`config.mk`:
```
export PLATFORM = sky130hd
export DESIGN_NAME = rename_dispatch
export DESIGN_NICKNAME = d
export VERILOG_FILES = /design/src/rtl/tomasulo_pkg.sv /design/src/rtl/rename_rat.sv /design/src/rtl/rename_dispatch.sv
export SDC_FILE = /design/constraint.sdc
export NUM_CORES = 1
export LEC_CHECK = 0
export BUFFER_PORTS_ARGS = -buffer_cell sky130_fd_sc_hd__clkbuf_2
export CORE_ASPECT_RATIO = 2
export CORE_MARGIN = 3
export CORE_UTILIZATION = 41
export CTS_CLUSTER_SIZE = 20
export DETAILED_ROUTE_END_ITERATION = 16
export HOLD_SLACK_MARGIN = 0.03
export MAX_ROUTING_LAYER = met4
export PLACE_DENSITY_LB_ADDON = 0.15
export RECOVER_POWER = 25
export SETUP_SLACK_MARGIN = 0.4
export SYNTH_ARGS = -nofsm -noshare
export SYNTH_HDL_FRONTEND = slang
export SYNTH_SLANG_ARGS = --single-unit
```
`constraint.sdc`:
```
create_clock -name clk -period 4.8 [get_ports clk]
set_input_delay 0.96 -clock clk [delete_from_list [all_inputs] [get_ports clk]]
set_output_delay 0.96 -clock clk [all_outputs]
set_load 0.01 [all_outputs]
```
`src/rtl/tomasulo_pkg.sv`:
```
// Shared types and sizing for the rename/dispatch front end of the Tomasulo core.
package tomasulo_pkg;

    localparam int RS_SIZE      = 8;
    localparam int ROB_SIZE     = RS_SIZE * 2 + 2;
    localparam int ROB_IDX_SIZE = $clog2(ROB_SIZE);
    localparam int GPR_COUNT    = 32;
    localparam int GPR_IDX_SIZE = $clog2(GPR_COUNT);

    typedef logic [6:0]              opcode_t;
    typedef logic [ROB_IDX_SIZE-1:0] rob_tag_t;
    typedef logic [GPR_IDX_SIZE-1:0] gpr_idx_t;

    // Highest architectural index is the hard-wired zero register.
    localparam gpr_idx_t XZR = gpr_idx_t'(GPR_COUNT - 1);

    localparam opcode_t OP_ADD = 7'h33;
    localparam opcode_t OP_ADDI = 7'h13;

    typedef struct packed {
        logic     valid;
        rob_tag_t tag;
    } rat_entry_t;

    typedef struct packed {
        opcode_t     op;
        logic [63:0] imm;
        gpr_idx_t    src1_reg;
        gpr_idx_t    src2_reg;
        logic        src1_pend;
        logic        src2_pend;
        rob_tag_t    src1_tag;
        rob_tag_t    src2_tag;
        rob_tag_t    dst_tag;
        logic        w_enable;
    } renamed_insn_t;

    // ROB size is not a power of two, so pointers wrap explicitly.
    function automatic rob_tag_t rob_next(input rob_tag_t t);
        return (t == rob_tag_t'(ROB_SIZE - 1)) ? '0 : t + 1'b1;
    endfunction

endpackage

```
`src/rtl/rename_rat.sv`:
```
// Register alias table: two read ports with commit-clear forwarding,
// one allocate port and one commit-clear port (allocate wins on conflict).
module rename_rat
    import tomasulo_pkg::*;
(
    input  logic     clk,
    input  logic     rst,
    input  logic     flush,
    input  gpr_idx_t rd1_idx_i,
    input  gpr_idx_t rd2_idx_i,
    output logic     rd1_pend_o,
    output logic     rd2_pend_o,
    output rob_tag_t rd1_tag_o,
    output rob_tag_t rd2_tag_o,
    input  logic     alloc_en_i,
    input  gpr_idx_t alloc_idx_i,
    input  rob_tag_t alloc_tag_i,
    input  logic     clr_en_i,
    input  gpr_idx_t clr_idx_i,
    input  rob_tag_t clr_tag_i
);

    rat_entry_t [GPR_COUNT-1:0] rat_q, rat_d;
    logic clr_hit;

    // A retiring entry only clears the mapping if it is still the youngest producer.
    assign clr_hit = clr_en_i && rat_q[clr_idx_i].valid && (rat_q[clr_idx_i].tag == clr_tag_i);

    // Source lookup; a same-cycle clear is forwarded so the reader sees the value as ready.
    always_comb begin
        rd1_pend_o = rat_q[rd1_idx_i].valid && (rd1_idx_i != XZR) && !(clr_hit && (clr_idx_i == rd1_idx_i));
        rd2_pend_o = rat_q[rd2_idx_i].valid && (rd2_idx_i != XZR) && !(clr_hit && (clr_idx_i == rd2_idx_i));
        rd1_tag_o  = rd1_pend_o ? rat_q[rd1_idx_i].tag : '0;
        rd2_tag_o  = rd2_pend_o ? rat_q[rd2_idx_i].tag : '0;
    end

    // Next table: clear first, then allocate so a new mapping overrides the clear.
    always_comb begin
        rat_d = rat_q;
        if (clr_hit) begin
            rat_d[clr_idx_i] = '0;
        end
        if (alloc_en_i) begin
            rat_d[alloc_idx_i].valid = 1'b1;
            rat_d[alloc_idx_i].tag   = alloc_tag_i;
        end
    end

    // Table register; flush and reset drop every mapping.
    always_ff @(posedge clk) begin
        if (rst || flush) begin
            rat_q <= '0;
        end else begin
            rat_q <= rat_d;
        end
    end

endmodule

```
`src/rtl/rename_dispatch.sv`:
```
// Rename/dispatch stage: allocates ROB tags in circular order, renames sources
// through the RAT, and presents the result on a registered valid/ready output.
module rename_dispatch
    import tomasulo_pkg::*;
(
    input  logic                    clk,
    input  logic                    rst,
    input  logic                    in_valid,
    output logic                    in_ready,
    input  opcode_t                 in_op,
    input  logic [GPR_IDX_SIZE-1:0] in_src1,
    input  logic [GPR_IDX_SIZE-1:0] in_src2,
    input  logic [GPR_IDX_SIZE-1:0] in_dst,
    input  logic                    in_w_enable,
    input  logic [63:0]             in_imm,
    output logic                    out_valid,
    input  logic                    out_ready,
    output opcode_t                 out_op,
    output logic [63:0]             out_imm,
    output logic [GPR_IDX_SIZE-1:0] out_src1_reg,
    output logic [GPR_IDX_SIZE-1:0] out_src2_reg,
    output logic                    out_src1_pend,
    output logic                    out_src2_pend,
    output logic [ROB_IDX_SIZE-1:0] out_src1_tag,
    output logic [ROB_IDX_SIZE-1:0] out_src2_tag,
    output logic [ROB_IDX_SIZE-1:0] out_dst_tag,
    output logic                    out_w_enable,
    input  logic                    commit_valid,
    input  logic [GPR_IDX_SIZE-1:0] commit_dst,
    input  logic                    commit_w_enable,
    input  logic                    flush,
    output logic [ROB_IDX_SIZE:0]   occupancy
);

    rob_tag_t              head_q, head_d, tail_q, tail_d;
    logic [ROB_IDX_SIZE:0] occ_q, occ_d;
    renamed_insn_t         out_q, out_d;
    logic                  out_valid_q, out_valid_d;
    logic                  accept, commit_fire;
    logic                  s1_pend, s2_pend;
    rob_tag_t              s1_tag, s2_tag;

    // Full ROB blocks intake; a commit in the same cycle frees space only next cycle.
    assign in_ready    = !flush && (!out_valid_q || out_ready) && (occ_q < (ROB_IDX_SIZE+1)'(ROB_SIZE));
    assign accept      = in_valid && in_ready;
    assign commit_fire = commit_valid && (occ_q != '0) && !flush;

    rename_rat u_rat (
        .clk         (clk),
        .rst         (rst),
        .flush       (flush),
        .rd1_idx_i   (in_src1),
        .rd2_idx_i   (in_src2),
        .rd1_pend_o  (s1_pend),
        .rd2_pend_o  (s2_pend),
        .rd1_tag_o   (s1_tag),
        .rd2_tag_o   (s2_tag),
        .alloc_en_i  (accept && in_w_enable && (in_dst != XZR)),
        .alloc_idx_i (in_dst),
        .alloc_tag_i (tail_q),
        .clr_en_i    (commit_fire && commit_w_enable),
        .clr_idx_i   (commit_dst),
        .clr_tag_i   (head_q)
    );

    // Pointer, occupancy and output-stage next state; flush dominates everything.
    always_comb begin
        head_d      = head_q;
        tail_d      = tail_q;
        occ_d       = occ_q;
        out_d       = out_q;
        out_valid_d = out_valid_q;
        if (flush) begin
            head_d      = '0;
            tail_d      = '0;
            occ_d       = '0;
            out_valid_d = 1'b0;
        end else begin
            if (accept) begin
                tail_d         = rob_next(tail_q);
                out_valid_d    = 1'b1;
                out_d.op       = in_op;
                out_d.imm      = in_imm;
                out_d.src1_reg = in_src1;
                out_d.src2_reg = in_src2;
                out_d.src1_pend = s1_pend;
                out_d.src2_pend = s2_pend;
                out_d.src1_tag = s1_tag;
                out_d.src2_tag = s2_tag;
                out_d.dst_tag  = tail_q;
                out_d.w_enable = in_w_enable;
            end else if (out_ready) begin
                out_valid_d = 1'b0;
            end
            if (commit_fire) begin
                head_d = rob_next(head_q);
            end
            case ({accept, commit_fire})
                2'b10:   occ_d = occ_q + 1'b1;
                2'b01:   occ_d = occ_q - 1'b1;
                default: occ_d = occ_q;
            endcase
        end
    end

    // State registers; reset additionally zeroes the output payload.
    always_ff @(posedge clk) begin
        if (rst) begin
            head_q      <= '0;
            tail_q      <= '0;
            occ_q       <= '0;
            out_q       <= '0;
            out_valid_q <= 1'b0;
        end else begin
            head_q      <= head_d;
            tail_q      <= tail_d;
            occ_q       <= occ_d;
            out_q       <= out_d;
            out_valid_q <= out_valid_d;
        end
    end

    assign out_valid     = out_valid_q;
    assign out_op        = out_q.op;
    assign out_imm       = out_q.imm;
    assign out_src1_reg  = out_q.src1_reg;
    assign out_src2_reg  = out_q.src2_reg;
    assign out_src1_pend = out_q.src1_pend;
    assign out_src2_pend = out_q.src2_pend;
    assign out_src1_tag  = out_q.src1_tag;
    assign out_src2_tag  = out_q.src2_tag;
    assign out_dst_tag   = out_q.dst_tag;
    assign out_w_enable  = out_q.w_enable;
    assign occupancy     = occ_q;

endmodule

```
# ---- Yosys cells after proc, flatten, opt, wreduce, memory -nomap -nowiden
# Index checks and enable logic that the tools add are counted.
dict set report word_totals {
  ff_bits 308
  in_bits 99
  out_inout_bits 107
  elab_cells 154
}
dict set report classes {
  addsub 4
  magnitude_cmp 7
  n_eq_ne 10
  muxes 23
  n_bitwise 3
  reduce_logical 29
}
# op n
set ops {}
lappend ops {{$bwmux W192} 2}
lappend ops {{$mux W192} 2}
lappend ops {{$and A192 B192 Y192} 1}
lappend ops {{$not A192 Y192} 1}
lappend ops {{$bmux W6 S5} 3}
lappend ops {{$demux W6 S5} 3}
lappend ops {{$mux W6} 5}
lappend ops {{$mux W5} 5}
lappend ops {{$lt A5 B6 Y1 const B} 4}
lappend ops {{$logic_and A1 B1 Y1} 18}
lappend ops {{$eq A5 B5 Y1} 3}
lappend ops {{$ne A5 B5 Y1 const B} 3}
lappend ops {{$pmux W6 S2} 1}
lappend ops {{$add A5 B1 Y5 const B} 2}
lappend ops {{$eq A5 B5 Y1 const B} 2}
lappend ops {{$ge A5 B1 Y1 const B} 2}
lappend ops {{$add A6 B1 Y6 const B} 1}
lappend ops {{$lt A6 B5 Y1 const B} 1}
lappend ops {{$reduce_bool A6 Y1} 1}
lappend ops {{$sub A6 B1 Y6 const B} 1}
lappend ops {{$logic_not A1 Y1} 4}
lappend ops {{$reduce_bool A2 Y1} 2}
lappend ops {{$eq A2 B1 Y1 const B} 1}
lappend ops {{$eq A2 B2 Y1 const B} 1}
lappend ops {{5 further kinds} 7}

# ---- Longest topological paths before layout
dict set report depth {
  depth_word 10
  depth_mapped 14
  ltp_nobuf 13
}

# ---- Modules after synthesis
# From an unflattened synthesis, not the netlist that was laid out.
dict set report hier_totals {
  cells_unflattened 1935
  area_unflattened_um2 17765.8
}
# mod instances cells_each area_per_inst_um2 seq_area_each_um2
set modules_own_cells {}
lappend modules_own_cells {rename_rat 1 1376 13339.0 3843.7}
lappend modules_own_cells {rename_dispatch 1 559 4426.7 2322.2}

# ---- Least setup slack after synthesis
# OpenSTA, ideal clock, no wires.
dict set report synth_timing {
  path_kind {input to register}
  startpoint {in out_ready}
  endpoint {reg occ_q[5] (netlist: occupancy[5])}
  setup_ns 0.071
  arrival_ns 3.449
  required_time_ns 4.729
  slack_ns 1.280
  cell_stages 13
  n_path_buf 1
  path_cell_list {nor2b_1 -> a2111oi_4 -> inv_2 -> clkbuf_1 -> ha_1 -> ha_1 -> a21o_1 -> a21oi_1 -> o21bai_1 -> a21oi_1 -> xnor2_1 -> or3_1 -> a21oi_1}
}
dict set report synth_between {
  elab_chain_len 6
  word_cells_on_any_way 8
  classes_between {2 x eq/ne; 1 x mux; 5 x reduce/logical}
}
# element line
set synth_lines {}
lappend synth_lines {{start, declared} rename_dispatch.sv:17} ;# input logic out_ready,
lappend synth_lines {{$logic_or A1 B1 Y1 *} rename_dispatch.sv:44} ;# assign in_ready = !flush && (!out_valid_q || out_ready) && (occ_q < (ROB_IDX_SIZE+1)'(ROB_SIZE));
lappend synth_lines {{$logic_and A1 B1 Y1 * (2 in a row)} rename_dispatch.sv:44}
lappend synth_lines {{$logic_and A1 B1 Y1 *} rename_dispatch.sv:45} ;# assign accept = in_valid && in_ready;
lappend synth_lines {{$eq A2 B1 Y1 / $eq A2 B2 Y1 (equally long branches)} rename_dispatch.sv:98} ;# case ({accept, commit_fire})
lappend synth_lines {{$pmux W6 S2 / $reduce_bool A2 Y1 (equally long branches)} --}
lappend synth_lines {{end signal, assigned} rename_dispatch.sv:111} ;# occ_q <= '0;
lappend synth_lines {{end signal, assigned} rename_dispatch.sv:117} ;# occ_q <= occ_d;
lappend synth_lines {{end, declared} rename_dispatch.sv:36} ;# logic [ROB_IDX_SIZE:0] occ_q, occ_d;
# Every way passes the cells marked *; elsewhere a longest branch is shown, timed or not.
# A chain may end at the register's enable or synchronous reset.

# ---- Worst setup path after layout
dict set report layout_timing {
  startpoint {in commit_dst[1]}
  endpoint {reg u_rat.rat_q[38] (netlist name)}
}
dict set report layout_between {
  elab_chain_len 10
  word_cells_on_any_way 16
  classes_between {2 x order compare; 1 x eq/ne; 8 x mux; 2 x bitwise; 3 x reduce/logical}
}
# element line
set layout_lines {}
lappend layout_lines {{start, declared} rename_dispatch.sv:29} ;# input logic [GPR_IDX_SIZE-1:0] commit_dst,
lappend layout_lines {{$lt A5 B6 Y1 (not written as such) / $ge A5 B1 Y1 (equally long branches)} rename_rat.sv:41} ;# rat_d[clr_idx_i] = '0;
lappend layout_lines {{$logic_and A1 B1 Y1 (not written as such)} rename_rat.sv:41}
lappend layout_lines {{$mux W6 (not written as such)} rename_rat.sv:41}
lappend layout_lines {{$demux W6 S5} --}
lappend layout_lines {{$not A192 Y192 (no source line)} --}
lappend layout_lines {{$and A192 B192 Y192 (no source line)} --}
lappend layout_lines {{$mux W192 *} rename_rat.sv:40} ;# if (clr_hit) begin
lappend layout_lines {{$bwmux W192} rename_rat.sv:44} ;# rat_d[alloc_idx_i].valid = 1'b1;
lappend layout_lines {{$bwmux W192} rename_rat.sv:45} ;# rat_d[alloc_idx_i].tag = alloc_tag_i;
lappend layout_lines {{$mux W192 *} rename_rat.sv:43} ;# if (alloc_en_i) begin
lappend layout_lines {{end signal, assigned} rename_rat.sv:54} ;# rat_q <= rat_d;
lappend layout_lines {{end, declared} rename_rat.sv:23} ;# rat_entry_t [GPR_COUNT-1:0] rat_q, rat_d;
# Every way passes the cells marked *; elsewhere a longest branch is shown, timed or not. The select of a mux whose other input is x is not followed.

==> flow_summary.ini <==
[floorplan]
dieArea_sq_um = 43980
dieHeight_um = 293.6
num_rows = 104
core_area_sq_um = 40600
initial_core_util_pct = 41.77
ios = 206
die-width_um = 149.8

[cells_and_area]
largest_reg_flops = 192
n_fill_cell = 3928
drive_gt1_share_pct = 20.32
largest_register = u_rat.rat_q
finish.utilization_pct = 48.11
nNetsFinal = 2001
syn_to_final_growth_pct = 15.19
final_area_sq_um = 19530

[critical_path]
cp.buffers_inverters = 3
cp-endpoint = u_rat.rat_q[38]
rr_startpoint = occupancy[1]
reg2reg_slack_ns = 1.26
worstSetupPathDepth = 10
critPathRequiredTime_ns = 5.22
cpMaxStageDelayCell = nor4_1
path_delay_family = simple AND/OR/NAND/NOR gates
arrival_ns = 4.19
cp_slowest_stage_delay_ns = 0.55
crit_start = commit_dst[1]
critPathMaxFanout = 31
end_kind = flip-flop
crit_type = in2reg
r2r_cells = 12
timing.rr.end = occupancy[5]
crit_path_start_kind = input pin
crit_chain = buf_4, buf_4, mux2i_1, o22ai_1, nor4_1, and3_1, o22ai_4, buf_12, nor4_4, o22ai_1

[global_routing]
grt_max_degree = 166
overflow = 0
first_global_vias = 15160
grt_pass1_wl_um = 101500
grt.total_usage_pct = 32.09
antenna_found_initial = 0

[synthesis]
yosysSeqAreaShare_pct = 36.36
synth.distinct_cells = 64
syn_nets = 1864
synthFlopType = dfxtp_1
synth_top_cell_area_share_pct = 36.36
async_flop_share_pct = 0
synth_edf_count = 0
yosysWarnings = 0
synth.top_cells.by_count = dfxtp_1 (308), nand2_1 (300), o22ai_1 (198)
synth_most_common_cell = dfxtp_1
synth-seq-cells = 308
netlist_area_sq_um = 16960
synth_top_cell_by_area = dfxtp_1
syn-instance-count = 1755
avgSynthCellArea_sq_um = 9.662
ys_top_cells_by_area = dfxtp_1 (36%), mux4_2 (16%), o22ai_1 (7.3%)

[routing]
routed_wl_um = 70830
viasPerCell = 6.460
first_iter_violations = 1668
num_vias = 15801
drc = 0
wl_per_cell_um = 28.96
dr.pass1.iters = 6
drtAntennaViolNets = 0

[sta]
fin_ws_ns = 1.032
maxClockFrequency_ghz = 0.2654
worst_pin_slew_ns = 1.250
slew_viol_final = 0
rsz0062_at_grt = no
setup_violations = 0
post-route-period-util_pct = 78.51
skew_ns = 0.02488
slew_headroom_pct = 16.57
finalCriticalPeriod_ns = 3.768
setup_tns_ns = 0
hold_viol_final = 0

[cts]
clk_pin_slew_worst_paths_ns = 0.07
cts_hold_buf = 0
cts_tree = yes
clk_root_buffer_cell = clkbuf_16
cts_setup_buffers = 0
cts-resized-gates = 0
clockBufferDepth = 3
clk_latency_ns = 0.58
cts_sinks = 308
cts_htree_levels = 1
cts_inserted_buffers = 28

[placement]
portBuffers = 205
gp_congestion = 1.042
place_hpwl_um = 53000
postPlaceCellArea_sq_um = 18550
post-place-ws_ns = 0.5108

[flow_run]
cap_violations = 0

[pwr]
p_clk_share_pct = 46.1
p_int_uw = 4374
power_density_nw_per_um2 = 296.9
total_leakage_power_uw = 0.006439
ir_drop_v = 0.0002164
p_comb_share_pct = 8.9
p_seq_share_pct = 45.0
p_sw_share_pct = 24.57
switchingPower_uw = 1425

[min_path]
hp-class = reg2reg

[run_status]
status = finished, final reports clean
## power by group through the flow
stage	clock [uW]	sequential (uW)	combinational [uW]
after CTS	2720	2610	520
after global placement	0	2670	517
after detailed placement	0	2670	520
after floorplan	0	2680	295
final	2680	2610	516
after global routing	2820	2610	548
## worst min-delay path by stage
stage,from,end,slack [ns],cells past startpoint
finish,out_dst_tag[2],out_dst_tag[2],0.45,2
global route,out_imm[48],out_imm[48],0.47,2
CTS,out_imm[39],out_imm[39],0.46,2
detailed placement,out_op[3],out_op[3],0.45,2
global placement,out_imm[26],out_imm[26],0.44,2
floorplan,u_rat.rat_q[191],u_rat.rat_q[191],0.42,2
## tightest hold or removal path, delay by kind of cell, from the launching register on
kind / cells / cell delay [ns]
flops: 1 / 0.31
simple gates: 1 / 0.05
compound gates: 1 / 0.05
## routing by layer
layer | GRT usage (%) | share of wire [%] | vias to the layer above | wire length [um]
met5 | - | 0 | - | 0
met4 | 26.79 | 11 | 0 | 7925
met3 | 3.606 | 7.0 | 308 | 4936
met2 | 53.89 | 49 | 920 | 34840
met1 | 33.13 | 33 | 7604 | 23120
li1 | - | - | 6969 | -
## cells by family after synthesis
kind of cell / share of synthesized area [%]
AOI/OAI and AO/OA: 15.38
xor gates and xnor gates: 1.136
adders and majority gates: 0.7821
muxes: 21.94
buffers and inverters: 4.375
DFF: 36.36
and+or+nand+nor: 20.02
## through the flow
stage	std cells	hold slack [ns]	total power, uW
after floorplan	1755	0.4163	2974
after global placement	2392	0.4412	3182
after detailed placement	2392	0.4468	3187
after CTS	2444	0.4561	5847
after global routing	2444	0.4697	5981
final	2446	0.4534	5799
## area by class of cell
| type | instances | area (sq um) | share of cell area, % |
|---|---|---|---|
| timing repair buffer | 259 | 1463 | 7.488 |
| antenna | 2 | 5.005 | 0.02562 |
| inverter | 13 | 50.05 | 0.2562 |
| sequential | 308 | 6166 | 31.57 |
| tap | 530 | 663.1 | 3.395 |
| clock inverter | 16 | 302.8 | 1.550 |
| multi-input combinational | 1282 | 10080 | 51.62 |
| clock buffer | 36 | 800.8 | 4.099 |
## placed cells by master (no fill, tap or decap), types with 4 or more instances in the layout
master     count
dfxtp_1      308
nand2_1      300
o22ai_1      198
nand3_1      162
a21oi_1      128
mux4_2       119
clkbuf_1     104
clkbuf_2      98
mux2i_1       95
buf_4         46
nor2_1        39
nor4_4        32
o41ai_1       29
clkbuf_16     28
o21ai_0       17
nor3_1        14
xor2_1        14
inv_1         12
buf_12        12
nor4_1        10
a22o_1        10
ha_1           9
nand2b_1       8
mux2_2         8
xnor2_1        8
bufinv_16      8
clkbuf_8       7
clkinv_2       5
nand4_1        5
and3b_1        5
a22oi_1        5
or4b_1         4
or4bb_1        4
and3_1         4
or3_1          4
a21o_1         4
No activity file was read; power rests on OpenSTA's default activity.
